--- config.mk ---
export PLATFORM = sky130hd
export DESIGN_NAME = if_fetch_unit
export DESIGN_NICKNAME = d
export VERILOG_FILES = /design/src/rtl/if_fetch_unit.sv
export SDC_FILE = /design/constraint.sdc
export NUM_CORES = 1
export LEC_CHECK = 0
export BUFFER_PORTS_ARGS = -buffer_cell sky130_fd_sc_hd__buf_4
export CORE_UTILIZATION = 39
export CTS_CLUSTER_DIAMETER = 80
export DETAILED_ROUTE_END_ITERATION = 10
export PLACE_DENSITY = 0.66
export SLEW_MARGIN = 25
export SYNTH_ARGS = -nofsm -noshare
export SYNTH_HDL_FRONTEND = slang
export SYNTH_SLANG_ARGS = --single-unit
--- constraint.sdc ---
create_clock -name CLK -period 5.5 [get_ports CLK]
set_clock_uncertainty 0.1 [all_clocks]
set_input_delay 1.1 -clock CLK [delete_from_list [all_inputs] [get_ports CLK]]
set_output_delay 1.1 -clock CLK [all_outputs]
set_load 0.05 [all_outputs]
--- src/rtl/if_fetch_unit.sv ---
// Instruction-fetch stage: owns the PC, reads the combinational instruction memory and fills IF/ID.
// Optional performance counters (FetchCount, StallCount) are built when IF_FETCH_PERF_EN is defined.
module if_fetch_unit #(
    parameter int unsigned       ADDR_W    = 64,
    parameter int unsigned       INSTR_W   = 32,
    parameter logic [ADDR_W-1:0] RESET_PC  = '0,
    parameter logic [ADDR_W-1:0] IMEM_LAST = ADDR_W'(225)
) (
    input  logic               CLK,
    input  logic               Reset_n,
    output logic [ADDR_W-1:0]  IMAddress,
    input  logic [INSTR_W-1:0] IMData,
    input  logic               Stall,
    input  logic               BranchTaken,
    input  logic [ADDR_W-1:0]  BranchTarget,
    output logic [ADDR_W-1:0]  IF_ID_PC,
    output logic [INSTR_W-1:0] IF_ID_Instr,
    output logic               IF_ID_Valid,
    output logic               Fault
`ifdef IF_FETCH_PERF_EN
    ,
    output logic [31:0]        FetchCount,
    output logic [31:0]        StallCount
`endif
);

    typedef enum logic [1:0] {
        ST_BOOT,
        ST_RUN,
        ST_HALT
    } state_t;

    state_t              state, state_next;
    logic [ADDR_W-1:0]   pc, pc_next;
    logic [ADDR_W-1:0]   id_pc_next;
    logic [INSTR_W-1:0]  id_instr_next;
    logic                id_valid_next;
    logic                fault_next;
    logic                target_ok;
    logic                pc_fetch_ok;

    // A word is fetchable only if all four of its bytes lie inside the memory;
    // the extra top bit makes an overflowing address+3 count as out of range.
    function automatic logic in_range(input logic [ADDR_W-1:0] addr);
        logic [ADDR_W:0] last_byte;
        last_byte = {1'b0, addr} + (ADDR_W+1)'(3);
        return last_byte <= {1'b0, IMEM_LAST};
    endfunction

    assign target_ok   = (BranchTarget[1:0] == 2'b00) && in_range(BranchTarget);
    assign pc_fetch_ok = in_range(pc);
    assign IMAddress   = pc;

    // NOTE: every variable gets its hold value first so no path leaves it
    // unassigned; otherwise synthesis would infer a latch.
    always_comb begin
        state_next    = state;
        pc_next       = pc;
        id_pc_next    = IF_ID_PC;
        id_instr_next = IF_ID_Instr;
        id_valid_next = IF_ID_Valid;
        fault_next    = Fault;

        case (state)
            ST_BOOT: begin
                id_valid_next = 1'b0;
                state_next    = ST_RUN;
            end

            ST_RUN: begin
                if (BranchTaken) begin
                    pc_next       = BranchTarget;
                    id_valid_next = 1'b0;
                    if (!target_ok) begin
                        fault_next = 1'b1;
                        state_next = ST_HALT;
                    end
                end else if (Stall) begin
                    // hold everything
                end else if (!pc_fetch_ok) begin
                    fault_next    = 1'b1;
                    id_valid_next = 1'b0;
                    state_next    = ST_HALT;
                end else begin
                    id_pc_next    = pc;
                    id_instr_next = IMData;
                    id_valid_next = 1'b1;
                    pc_next       = pc + ADDR_W'(4);
                end
            end

            ST_HALT: begin
                id_valid_next = 1'b0;
                // Only a usable redirect leaves HALT; Stall is irrelevant here.
                if (BranchTaken && target_ok) begin
                    pc_next    = BranchTarget;
                    fault_next = 1'b0;
                    state_next = ST_RUN;
                end
            end

            default: begin
                id_valid_next = 1'b0;
                state_next    = ST_BOOT;
            end
        endcase
    end

    // NOTE: sequential state uses non-blocking assignments so every register
    // samples the pre-edge values, independent of statement order.
    always_ff @(posedge CLK or negedge Reset_n) begin
        if (!Reset_n) begin
            state       <= ST_BOOT;
            pc          <= RESET_PC;
            IF_ID_PC    <= '0;
            IF_ID_Instr <= '0;
            IF_ID_Valid <= 1'b0;
            Fault       <= 1'b0;
        end else begin
            state       <= state_next;
            pc          <= pc_next;
            IF_ID_PC    <= id_pc_next;
            IF_ID_Instr <= id_instr_next;
            IF_ID_Valid <= id_valid_next;
            Fault       <= fault_next;
        end
    end

`ifdef IF_FETCH_PERF_EN
    logic capture;
    logic stall_cycle;

    assign capture     = (state == ST_RUN) && !BranchTaken && !Stall && pc_fetch_ok;
    assign stall_cycle = (state == ST_RUN) && !BranchTaken && Stall;

    // Both counters stick at all-ones instead of wrapping.
    always_ff @(posedge CLK or negedge Reset_n) begin
        if (!Reset_n) begin
            FetchCount <= '0;
            StallCount <= '0;
        end else begin
            if (capture && (FetchCount != 32'hFFFF_FFFF)) begin
                FetchCount <= FetchCount + 32'd1;
            end
            if (stall_cycle && (StallCount != 32'hFFFF_FFFF)) begin
                StallCount <= StallCount + 32'd1;
            end
        end
    end
`endif

endmodule

==> results of run 1 <==
## cell families (layout without fill, tap and decap cells)
family	count (synthesis)	after routing	share of synthesized area, %
AOI/OAI and AO/OA	260	260	16.4
adders and majority gates	5	5	0.607
buffers and inverters	107	357	4.39
DFF	164	164	39.8
and+or+nand+nor	556	556	30.0
muxes	49	49	5.32
xor gates and xnor gates	40	40	3.40
## metrics by stage
step / utilization [%] / instances
detailed placement: 48.8 / 1734
global placement: 48.8 / 1734
floorplan: - / 1181
global route: 51.3 / 1766
finish: 51.3 / 1766
CTS: 51.2 / 1766
## flip-flops by register name, summed over array words and instances (netlist names)
signal / flops
IF_ID_PC: 64
IMAddress: 64
IF_ID_Instr: 32
state: 2
Fault: 1
IF_ID_Valid: 1
## cell type report
| class | instances | area (um^2) | share of cell area, % |
|---|---|---|---|
| multi-input cells | 910 | 5770 | 43.3 |
| flip-flops and latches | 164 | 4100 | 30.8 |
| repair buffers | 297 | 2300 | 17.3 |
| clock buffers | 17 | 425 | 3.19 |
| well taps | 335 | 419 | 3.15 |
| clock inverters | 15 | 199 | 1.49 |
| inverters | 28 | 105 | 0.789 |
## power by group
| group | total [uW] | switching [uW] | internal (uW) |
|---|---|---|---|
| Clock | 1240 | 614 | 626 |
| Sequential | 1940 | 541 | 1390 |
| Combinational | 2570 | 1780 | 788 |
## worst paths after layout
check / cells after the start / to / slack (ps) / from
worst max register to register: 11 / IF_ID_Instr[23] / 730 / IMAddress[25]
min in group asynchronous: 1 / IF_ID_PC[22] / 640 / Reset_n
worst min-delay path: 1 / IF_ID_Instr[15] / 390 / IF_ID_Instr[15]
worst min register to register: 1 / IF_ID_Instr[15] / 390 / IF_ID_Instr[15]
max in group asynchronous: 2 / IMAddress[34] / 3680 / Reset_n
worst max-delay path: 13 / IMAddress[2] / 600 / BranchTarget[0]
## routing by layer
metal	up-vias	GRT usage [%]	share of wire (%)
met1	5272	41.6	39
met4	0	13.1	3.6
met5	-	0	0
met3	97	6.35	12
li1	4963	-	-
met2	753	49.2	45
## cells in the final DEF (no fill, tap or decap), types with 7 or more instances in the layout
master | Yosys | layout
a211oi_1 | 7 | 7
a21oi_1 | 64 | 64
a22oi_1 | 12 | 12
a31oi_1 | 9 | 9
and3_1 | 22 | 22
and4_1 | 13 | 13
buf_4 | 5 | 291
clkbuf_16 | 0 | 17
dfrtp_1 | 164 | 164
inv_1 | 28 | 28
mux2_1 | 42 | 42
nand2_1 | 74 | 74
nand3_1 | 72 | 72
nand4_1 | 69 | 69
nor2_1 | 95 | 94
nor2b_1 | 58 | 58
nor3_1 | 39 | 39
nor4_1 | 36 | 36
o21ai_0 | 56 | 56
o22ai_1 | 30 | 30
o31ai_1 | 8 | 8
or2_2 | 10 | 10
or3_1 | 10 | 10
or4_1 | 22 | 22
xnor2_1 | 22 | 22
xor2_1 | 18 | 18
==> results_tabular.tex, run 1 <==
\begin{tabular}{lr}
\hline
Metric & Value \\
\hline
\multicolumn{2}{l}{\textbf{Status}} \\
Run status & complete, no violations \\
\multicolumn{2}{l}{\textbf{Power}} \\
Max IR drop VDD & 0.255 mV \\
Leakage Power & 0.00581 uW \\
Overall power & about 5700 uW \\
Pwr/cell area & roughly 430 nW/um\^{}2 \\
\multicolumn{2}{l}{\textbf{Floorplanning}} \\
Area enclosed by the die boundary & 27,100 um\^{}2 \\
Number of top-level design ports & 262 \\
Die span in x & 165 um \\
Core Region & roughly 26,000 um\^{}2 \\
Initial core utilization & 39.6\% \\
Die boundary height & between 150 and 200 um \\
Number of placement rows & 59 \\
\multicolumn{2}{l}{\textbf{Yosys}} \\
Post-synthesis cell type with the largest combined area & dfrtp\_1 \\
Sequential cell area fraction in the yosys report & 39.8\% \\
Yosys cell types & 81 \\
Library cell with the highest instance count after synthesis & dfrtp\_1 \\
Share of the synthesized area in the top cell type & 39.8\% \\
Synth Area per Inst & 8.72 um\^{}2 \\
Cell types with the highest counts after synthesis & 164 x dfrtp\_1, 95 x nor2\_1, 74 x nand2\_1 \\
Post-synthesis cell count & 1,181 \\
Asr flop ratio synth & 100\% \\
Seq cells post-synth & 164 \\
Synthesized netlist net count & 1,286 \\
EDFF count, synth & 0 \\
Count of synthesis-stage warnings from yosys & 0 \\
Synthesized area & 10,300 um\^{}2 \\
Most frequently used flop master after synthesis & dfrtp\_1 \\
Cells taking the most area after synthesis & dfrtp\_1 40\%, mux2\_1 4.6\%, nand4\_1 4.2\% \\
\multicolumn{2}{l}{\textbf{Timing}} \\
Worst-case setup margin in the final layout & 598 ps \\
Hold\_ws & 390 ps \\
Unrepaired setup endpoints after global routing & no \\
Transition time at the pin with the least slew margin & roughly 840 ps \\
Setup violators final & 0 \\
Portion of the clock cycle consumed by the worst path in the final layout & 89.1\% \\
Tightest slew margin relative to the limit & 43.8\% \\
Maximum operating frequency & 204 MHz \\
Hold Violations, Final & 0 \\
Final-layout setup total negative slack & 0 ps \\
Final count of pins violating max slew & 0 \\
Final critical-path required period & about 5000 ps \\
\multicolumn{2}{l}{\textbf{Cells and area}} \\
Final instance area & 13,300 um\^{}2 \\
Number of antenna cells inserted & 0 \\
Area growth from synthesis to layout & 29.3\% \\
Final nets & 1,523 \\
Final-layout fill cell count & 2,480 \\
Fraction of layout instances using a drive strength above 1 & 25.4\% \\
\multicolumn{2}{l}{\textbf{Clock network}} \\
Source-to-sink clock delay at the later pin of the worst-skew pair & 440 ps \\
TritonCTS clock tree & built \\
CTS Sinks & 164 \\
Master cell of the clock root buffer & clkbuf\_16 \\
Clock slew seen by the registers of the worst setup and hold paths & around 70 ps \\
Post-CTS Hold Fix Bufs & 0 \\
Number of instances resized during post-cts repair & 0 \\
Post-CTS setup repair buffer count & 0 \\
Maximum level of the CTS H-tree & 4 \\
Number of clock buffers inserted by TritonCTS & 17 \\
Deepest clock path buffer count & 2 \\
\multicolumn{2}{l}{\textbf{GRT}} \\
Largest net degree at the start of global routing & between 100 and 150 \\
Number of global-route vias before repair & 10.3k \\
Initial antenna violation count & 0 \\
GR Overflow Total & 0 \\
GRT Total Usage & 31.2\% \\
Global-route wire length before repair & 63,000 um \\
\multicolumn{2}{l}{\textbf{Routing}} \\
Remaining design rule violation count & 0 \\
Sum of routed wire length over all layers & 43,000 um \\
Average vias per placed instance & 6.28 \\
Routed wire length per instance & $\sim$24 um \\
Vias after detailed routing & 11.1k \\
Detailed-router iteration count before antenna repair & 6 \\
Number of routed nets with antenna violations & 0 \\
First DRT Iteration DRCs & approximately 1.1k \\
\multicolumn{2}{l}{\textbf{Setup path}} \\
Cells traversed along the worst timing path & buf\_4, inv\_1, ha\_1, nand4b\_1, or4\_1, nor4\_2, a31oi\_1, nor4\_1, nand4\_1, or3\_1, o21a\_1, o21a\_1, o31ai\_1 \\
Nature of the critical path startpoint & input port \\
Required time of the critical path & between 5000 and 6000 ps \\
Cell with the most instances on the worst path & o21a\_1 \\
Worst setup path class & input port to flip-flop \\
Maximum fanout along the worst path & 10 \\
Endpoint kind of the worst setup timing path & flip-flop \\
Worst Path Buf+Inv & 2 \\
Max stage delay on crit path & about 640 ps \\
Family with the most delay on the worst path & simple AND/OR/NAND/NOR gates \\
Crit path arrival time & 5130 ps \\
Cell type of the slowest stage on the worst timing path & or4\_1 \\
\multicolumn{2}{l}{\textbf{Min path}} \\
Worst Hold Class & flip-flop to flip-flop \\
\multicolumn{2}{l}{\textbf{Placed design}} \\
IO Port Bufs & about 260 \\
RD Place Congestion & $\sim$1.0 \\
Final HPWL DP & 33,100 um \\
Setup slack after placement & 276 ps \\
Cell area after placement & between 10,000 and 15,000 um\^{}2 \\
\multicolumn{2}{l}{\textbf{Run}} \\
Maximum capacitance violations & 0 \\
\hline
\end{tabular}
No activity file was read; power rests on OpenSTA's default activity.
==> run 2, diff against run 1 <==
--- a/config.mk
+++ b/config.mk
@@ -5,11 +5,12 @@
 export SDC_FILE = /design/constraint.sdc
 export NUM_CORES = 1
 export LEC_CHECK = 0
+export ABC_AREA = 1
 export BUFFER_PORTS_ARGS = -buffer_cell sky130_fd_sc_hd__buf_4
 export CORE_UTILIZATION = 39
 export CTS_CLUSTER_DIAMETER = 80
 export DETAILED_ROUTE_END_ITERATION = 10
-export PLACE_DENSITY = 0.66
+export PLACE_DENSITY = 0.64
 export SLEW_MARGIN = 25
 export SYNTH_ARGS = -nofsm -noshare
 export SYNTH_HDL_FRONTEND = slang
==> run 2 against run 1 <==
Against the previous run: power rose by 10%; first-iteration DRC count rose by 33%; largest power group unchanged; routed wire length rose by 30%; critical path depth rose by 5; highest routed layer unchanged; utilization fell by 2.7 points; via count rose by 31%; largest cell class unchanged; worst hold slack got worse by 30 ps.
==> results_tabular.tex, run 2 <==
\begin{tabular}{lr}
\hline
Metric & Value \\
\hline
\multicolumn{2}{l}{\textbf{GRT}} \\
Busiest layer in global routing & met2 \\
Number of global-route vias before repair & 13.7k (+33\%) \\
GR Overflow Total & 0 (unchanged) \\
Largest net degree at the start of global routing & 79 (-25\%) \\
Met1 GRT Util & 43.3\% (+1.7 points) \\
GRT Total Usage & 32.7\% (+1.5 points) \\
Initial antenna violation count & 0 (unchanged) \\
Global-route wire length before repair & 82,300 um (+31\%) \\
Routing usage on met3 & 4.39\% (-2.0 points) \\
Met2 track demand over resource in global routing & 53.0\% (+3.8 points) \\
\multicolumn{2}{l}{\textbf{Yosys}} \\
Post-synthesis cell type with the largest combined area & dfrtp\_1 \\
EDFF count, synth & 0 (unchanged) \\
Synthesized-area fraction occupied by adder cells & 0.481\% (-0.13 points) \\
Cells taking the most area after synthesis & dfrtp\_1 32\%, nand2\_1 22\%, nor2\_1 8.8\% \\
Asr flop ratio synth & 100\% (unchanged) \\
Count of synthesis-stage warnings from yosys & 0 (unchanged) \\
Post-synthesis simple-gate area fraction & 45.2\% (+15 points) \\
Seq cells post-synth & 164 (unchanged) \\
Share of the synthesized area in the top cell type & 31.6\% (-8.3 points) \\
Synth Area per Inst & 6.20 um\^{}2 (-29\%) \\
Multiplexer share of the synthesized area & 0.0770\% (-5.2 points) \\
Post-synthesis cell count & 2,099 (+78\%) \\
Synthesized netlist net count & 2,204 (+71\%) \\
Library cell with the highest instance count after synthesis & nand2\_1 \\
Synthesized area & 13,000 um\^{}2 (+26\%) \\
Combinational family with the most area after synthesis & simple AND/OR/NAND/NOR gates \\
Fraction of the mapped netlist area in compound gates & 7.00\% (-9.4 points) \\
Sequential cell area fraction in the yosys report & 31.6\% (-8.3 points) \\
Cell types with the highest counts after synthesis & 745 x nand2\_1, 304 x nor2\_1, 246 x inv\_1 \\
Most frequently used flop master after synthesis & dfrtp\_1 \\
XOR/XNOR Fraction of Synth Area & 5.12\% (+1.7 points) \\
Yosys cell types & 39 (-52\%) \\
\multicolumn{2}{l}{\textbf{Clock network}} \\
TritonCTS clock tree & built \\
Number of clock buffers inserted by TritonCTS & 17 (unchanged) \\
Clock slew seen by the registers of the worst setup and hold paths & 70 ps (about the same) \\
Master cell of the clock root buffer & clkbuf\_16 \\
Post-CTS Hold Fix Bufs & 0 (unchanged) \\
Post-CTS setup repair buffer count & 0 (unchanged) \\
Deepest clock path buffer count & 2 (unchanged) \\
Source-to-sink clock delay at the later pin of the worst-skew pair & 450 ps (about the same) \\
Number of instances resized during post-cts repair & 0 (unchanged) \\
CTS Sinks & 164 (unchanged) \\
Maximum level of the CTS H-tree & 4 (unchanged) \\
\multicolumn{2}{l}{\textbf{Cells and area}} \\
Leading cell type in the layout, fill and taps excluded & nand2\_1 \\
Final-layout fill cell count & 3,541 (+43\%) \\
Number of antenna cells inserted & 0 (unchanged) \\
Finished Core Util & 48.6\% (-2.7 points) \\
Fraction of layout instances using a drive strength above 1 & 17.9\% (-7.5 points) \\
Most frequent cells in the layout & 745 x nand2\_1, 303 x nor2\_1, 271 x buf\_4, 246 x inv\_1, 180 x nand3\_1 \\
Final instance area & 15,900 um\^{}2 (+19\%) \\
Area growth from synthesis to layout & 22.1\% \\
Final nets & 2,445 (+61\%) \\
\multicolumn{2}{l}{\textbf{Power}} \\
Proportion of total power due to net switching & 53.2\% (+2.2 points) \\
Clock power frac & 19.5\% (-2.1 points) \\
Max IR drop VDD & 0.311 mV (+22\%) \\
Leakage Power & 0.00818 uW (+41\%) \\
Sequential cell fraction of total power & 32.1\% (-1.6 points) \\
Pwr/cell area & 398 nW/um\^{}2 (-7.7\%) \\
Total internal power & 2960 uW (+5.2\%) \\
Portion of total power attributed to combinational logic & 48.4\% (+3.7 points) \\
Overall power & 6320 uW (+10\%) \\
Switching component of the power & 3370 uW (+15\%) \\
\multicolumn{2}{l}{\textbf{Min path}} \\
Worst Hold Class & flip-flop to flip-flop \\
Startpoint of the lowest-slack hold path & state[0] \\
\multicolumn{2}{l}{\textbf{Setup path}} \\
Launch instance of the worst register-to-register path & IMAddress[2] \\
Maximum fanout along the worst path & 64 (+54) \\
Launch point of the worst path & IMAddress[2] \\
Worst setup path class & flip-flop to flip-flop \\
Endpoint kind of the worst setup timing path & flip-flop \\
Required time of the critical path & 5720 ps (about the same) \\
Nature of the critical path startpoint & flip-flop \\
Crit path arrival time & 4620 ps (-510 ps) \\
\multicolumn{2}{l}{\textbf{Floorplanning}} \\
Number of top-level design ports & 262 (unchanged) \\
Core Region & 32,700 um\^{}2 (+26\%) \\
Die span in x & 185 um (+12\%) \\
Area enclosed by the die boundary & 34,100 um\^{}2 (+26\%) \\
Die boundary height & 185 um (+12\%) \\
Initial core utilization & 39.8\% (+0.13 points) \\
Number of placement rows & 66 (+12\%) \\
\multicolumn{2}{l}{\textbf{Run}} \\
Maximum capacitance violations & 0 (unchanged) \\
\multicolumn{2}{l}{\textbf{Placed design}} \\
RD Place Congestion & 1.02 (-1.3\%) \\
IO Port Bufs & 261 (unchanged) \\
Cell area after placement & 15,300 um\^{}2 (+20\%) \\
Final HPWL DP & 45,100 um (+36\%) \\
Setup slack after placement & 640 ps (+364 ps) \\
\multicolumn{2}{l}{\textbf{Timing}} \\
Final count of pins violating max slew & 0 (unchanged) \\
Worst-case setup margin in the final layout & 1100 ps (+504 ps) \\
Setup violators final & 0 (unchanged) \\
Portion of the clock cycle consumed by the worst path in the final layout & 80.0\% (-9.2 points) \\
Tightest slew margin relative to the limit & 45.6\% (+1.8 points) \\
Maximum operating frequency & 227 MHz (+11\%) \\
Hold Violations, Final & 0 (unchanged) \\
Transition time at the pin with the least slew margin & 816 ps (-27.4 ps) \\
Unrepaired setup endpoints after global routing & no \\
Final-layout setup total negative slack & 0 ps (unchanged) \\
Final critical-path required period & 4400 ps (-504 ps) \\
\multicolumn{2}{l}{\textbf{Routing}} \\
Sum of routed wire length over all layers & 55,700 um (+30\%) \\
Vias after detailed routing & 14.6k (+31\%) \\
Average vias per placed instance & 5.21 (-17\%) \\
Remaining design rule violation count & 0 (unchanged) \\
First DRT Iteration DRCs & 1,444 (+33\%) \\
Number of routed nets with antenna violations & 0 (unchanged) \\
Detailed-router iteration count before antenna repair & 6 (unchanged) \\
Routed wire length per instance & 19.9 um (-18\%) \\
\multicolumn{2}{l}{\textbf{Status}} \\
Run status & complete, no violations \\
\hline
\end{tabular}
-- run 2: changes by cell type in the layout (fill, tap and decap cells not counted), moves of 29 or more --
cell / before / now
nor2_1: 94 / 303
xor2_1: 18 / 61
nor4_1: 36 / 4
a21oi_1: 64 / 20
nand2_1: 74 / 745
nor2b_1: 58 / 0
o21ai_2: 0 / 34
inv_2: 0 / 31
nand3_1: 72 / 180
mux2_1: 42 / 0
inv_1: 28 / 246
o22ai_1: 30 / 1
-- run 2: area by class of cell --
type,instances,area [um^2],area share (%)
multi-input combinational,1608,7540,47.5
tap,442,553,3.48
inverter,277,1040,6.55
clock inverter,14,166,1.05
timing repair buffer,272,2050,12.9
sequential,164,4100,25.8
clock buffer,18,429,2.70
-- run 2: per-layer routing --
| metal | vias to the layer above | share of wire (%) |
|---|---|---|
| met3 | 100 | 7.4 |
| met1 | 6788 | 43 |
| met4 | 0 | 4.2 |
| met5 | - | 0 |
| li1 | 7031 | - |
| met2 | 642 | 45 |
-- run 2: critical path, stage by stage (launching register included) --
cell and delay [ps]:
dfrtp_1 560, ha_1 400, inv_1 180, nor2_4 240, nand2_1 190, nor2_2 320
nand2_1 170, nor2_1 130, nand2_1 60, nand2_1 70, nand2_1 80, nor2_1 110
nand3_1 80, nor2_1 330, nand3_1 170, or2_4 500, buf_4 380, nand2_1 120
o21ai_2 50
-- run 2: metrics by stage --
step / std cells / hold WS, ps
global placement: 2763 / 349
CTS: 2795 / 361
global route: 2795 / 375
floorplan: 2099 / 331
detailed placement: 2763 / 352
finish: 2795 / 360
-- run 2: worst paths after layout --
kind	end	slack, ps	cells past startpoint
setup / recovery	IF_ID_PC[2]	1100	18
hold / removal	state[0]	360	1
setup reg to reg	IF_ID_PC[2]	1100	18
hold reg to reg	state[0]	360	1
max in group asynchronous	IMAddress[6]	3570	2
min in group asynchronous	IMAddress[58]	590	1
-- run 2: power groups by stage --
| stage | combinational [uW] | sequential [uW] | clock, uW |
|---|---|---|---|
| after floorplan | 1390 | 2510 | 0 |
| after global placement | 3000 | 2020 | 0 |
| after detailed placement | 3020 | 2030 | 0 |
| after CTS | 3030 | 2010 | 1250 |
| after global routing | 3310 | 2050 | 1300 |
| final | 3060 | 2030 | 1230 |
-- run 2: cells by family (layout without fill, tap and decap cells) --
| group | Yosys count | after routing |
|---|---|---|
| and+or+nand+nor | 1375 | 1375 |
| muxes | 1 | 1 |
| buffers and inverters | 327 | 581 |
| xor gates and xnor gates | 76 | 76 |
| adders and majority gates | 5 | 5 |
| DFF | 164 | 164 |
| AOI/OAI and AO/OA | 151 | 151 |
==> run 3, diff against run 2 <==
--- a/config.mk
+++ b/config.mk
@@ -10,7 +10,7 @@
 export CORE_UTILIZATION = 39
 export CTS_CLUSTER_DIAMETER = 80
 export DETAILED_ROUTE_END_ITERATION = 10
-export PLACE_DENSITY = 0.64
+export PLACE_DENSITY = 0.66
 export SLEW_MARGIN = 25
 export SYNTH_ARGS = -nofsm -noshare
 export SYNTH_HDL_FRONTEND = slang
==> constraint.sdc (replaced) <==
create_clock -name CLK -period 4 [get_ports CLK]
set_clock_uncertainty 0.1 [all_clocks]
set_input_delay 0.8 -clock CLK [delete_from_list [all_inputs] [get_ports CLK]]
set_output_delay 0.8 -clock CLK [all_outputs]
set_load 0.05 [all_outputs]
==> run 3 against run 2 <==
Against the previous run: sequential cell count unchanged; sequential power rose by 26%; global-route usage is 1.4 points higher; via count up 1.9%; critical endpoint is now IMAddress[52].
==> results_tabular.tex, run 3 (synthesis results as in run 2) <==
\begin{tabular}{lr}
\hline
Metric & Value \\
\hline
\multicolumn{2}{l}{\textbf{Status}} \\
Run status & complete, no violations \\
\multicolumn{2}{l}{\textbf{Routing}} \\
Met2 layer wire length in the routed design & 26,300 um (+4.5\%) \\
Vias after detailed routing & 14.8k (+1.9\%) \\
Detailed-routed wire length on met3 & 4430 um (+7.7\%) \\
Detailed-router iteration count before antenna repair & 6 (unchanged) \\
Sum of routed wire length over all layers & 57,400 um (+3.1\%) \\
Number of routed nets with antenna violations & 0 (unchanged) \\
Routed wire length per instance & 20.1 um (+0.81\%) \\
Average vias per placed instance & 5.19 (-0.37\%) \\
Met1 wire length & 24,000 um (-0.41\%) \\
First DRT Iteration DRCs & 1,326 (-8.2\%) \\
Highest metal layer with signal wires & met4 \\
Remaining design rule violation count & 0 (unchanged) \\
\multicolumn{2}{l}{\textbf{Clock network}} \\
Number of instances resized during post-cts repair & 0 (unchanged) \\
Maximum level of the CTS H-tree & 4 (unchanged) \\
TritonCTS clock tree & built \\
Clock slew seen by the registers of the worst setup and hold paths & 80 ps (about the same) \\
Master cell of the clock root buffer & clkbuf\_16 \\
Source-to-sink clock delay at the later pin of the worst-skew pair & 450 ps (about the same) \\
CTS Sinks & 164 (unchanged) \\
Deepest clock path buffer count & 2 (unchanged) \\
Number of clock buffers inserted by TritonCTS & 17 (unchanged) \\
Post-CTS Hold Fix Bufs & 0 (unchanged) \\
Post-CTS setup repair buffer count & 0 (unchanged) \\
\multicolumn{2}{l}{\textbf{Setup path}} \\
Required time of the critical path & 4230 ps (-1490 ps) \\
Crit path arrival time & 4010 ps (-610 ps) \\
R2R setup slack & 210 ps (-890 ps) \\
Nature of the critical path startpoint & flip-flop \\
Worst setup path class & flip-flop to flip-flop \\
Endpoint kind of the worst setup timing path & flip-flop \\
Maximum fanout along the worst path & 62 (-3.1\%) \\
\multicolumn{2}{l}{\textbf{GRT}} \\
Global-route wire length before repair & 85,300 um (+3.7\%) \\
Number of global-route vias before repair & 14.2k (+3.7\%) \\
Initial antenna violation count & 0 (unchanged) \\
GR Overflow Total & 0 (unchanged) \\
Largest net degree at the start of global routing & 67 (-15\%) \\
GRT Total Usage & 34.0\% (+1.4 points) \\
\multicolumn{2}{l}{\textbf{Cells and area}} \\
Leading cell type in the layout, fill and taps excluded & nand2\_1 \\
Final nets & 2,509 (+2.6\%) \\
Most frequent cells in the layout & 745 x nand2\_1, 327 x buf\_4, 302 x nor2\_1, 246 x inv\_1, 180 x nand3\_1 \\
Area growth from synthesis to layout & 26.7\% \\
Final instance area & 16,500 um\^{}2 (+3.7\%) \\
Fraction of layout instances using a drive strength above 1 & 20.2\% (+2.3 points) \\
Number of antenna cells inserted & 0 (unchanged) \\
\multicolumn{2}{l}{\textbf{Placed design}} \\
IO Port Bufs & 261 (unchanged) \\
Setup slack after placement & -307 ps (-947 ps) \\
RD Place Congestion & 1.02 (-0.33\%) \\
Cell area after placement & 15,900 um\^{}2 (+3.8\%) \\
Final HPWL DP & 47,100 um (+4.6\%) \\
\multicolumn{2}{l}{\textbf{Timing}} \\
Maximum operating frequency & 264 MHz (+16\%) \\
Worst-case setup margin in the final layout & 214 ps (-887 ps) \\
Final count of pins violating max slew & 0 (unchanged) \\
Final critical-path required period & 3790 ps (-613 ps) \\
Final-layout setup total negative slack & 0 ps (unchanged) \\
Portion of the clock cycle consumed by the worst path in the final layout & 94.6\% (+15 points) \\
Tightest slew margin relative to the limit & 50.9\% (+5.3 points) \\
Setup violators final & 0 (unchanged) \\
Unrepaired setup endpoints after global routing & no \\
Hold Violations, Final & 0 (unchanged) \\
Transition time at the pin with the least slew margin & 734 ps (-81.9 ps) \\
\multicolumn{2}{l}{\textbf{Run}} \\
Maximum capacitance violations & 0 (unchanged) \\
\multicolumn{2}{l}{\textbf{Floorplanning}} \\
Initial core utilization & 39.8\% (unchanged) \\
Die span in x & 185 um (unchanged) \\
Number of placement rows & 66 (unchanged) \\
Number of top-level design ports & 262 (unchanged) \\
Core Region & 32,700 um\^{}2 (unchanged) \\
Area enclosed by the die boundary & 34,100 um\^{}2 (unchanged) \\
Die boundary height & 185 um (unchanged) \\
\multicolumn{2}{l}{\textbf{Power}} \\
Leakage Power & 0.00854 uW (+4.5\%) \\
Max IR drop VDD & 0.391 mV (+26\%) \\
Pwr/cell area & 550 nW/um\^{}2 (+38\%) \\
\multicolumn{2}{l}{\textbf{Min path}} \\
Worst Hold Class & input port to asynchronous set/reset pin \\
\hline
\end{tabular}
## run 3: layout make-up
class                   count  area, um^2
clock inverters            15         179
multi-input cells        1608        7540
flip-flops and latches    164        4100
well taps                 442         553
repair buffers            336        2630
fillers                  3446       16200
clock buffers              17         425
inverters                 277        1040
## run 3: power by group
part	switching (uW)	total (uW)	internal (uW)
Sequential	591	2560	1970
Clock	852	1700	847
Combinational	3340	4800	1470
## run 3: critical path, cell delays in order, from the launching register on
cell and delay (ps):
dfrtp_1 680, nand2_1 170, nor2_1 180, nand2_1 110
nor2_1 380, nand3_1 130, nand2_1 80, nand2_1 100
nor2_1 170, nand3b_1 120, nor2_1 160, nand3_1 90
nor2_1 130, buf_4 160, nand2_1 130, a21boi_4 280
nand2_4 80, buf_12 210, nand2_1 100, nand2_1 60
## run 3: path summary, 6_finish.rpt
check | depth (start not counted) | from | endpoint
setup / recovery | 19 | IMAddress[30] | IMAddress[52]
hold / removal | 1 | Reset_n | IMAddress[28]
setup reg to reg | 19 | IMAddress[30] | IMAddress[52]
hold reg to reg | 1 | state[0] | state[0]
max in group asynchronous | 2 | Reset_n | IF_ID_PC[29]
min in group CLK | 1 | state[0] | state[0]
## run 3: stage by stage
stage | util (%) | cells | total power [uW] | hold WS, ps
after detailed placement | 48.5 | 2827 | 7310 | 353
after CTS | 50.4 | 2859 | 9010 | 235
after global placement | 48.5 | 2827 | 7280 | 344
final | 50.4 | 2859 | 9070 | 229
after global routing | 50.4 | 2859 | 9530 | 259
after floorplan | - | 2099 | 5360 | 331
## run 3: routing by layer
layer	up-vias	GRT usage, %
li1	7149	-
met1	6911	43.7
met2	670	55.3
met3	109	5.47
met4	0	16.9
met5	-	0
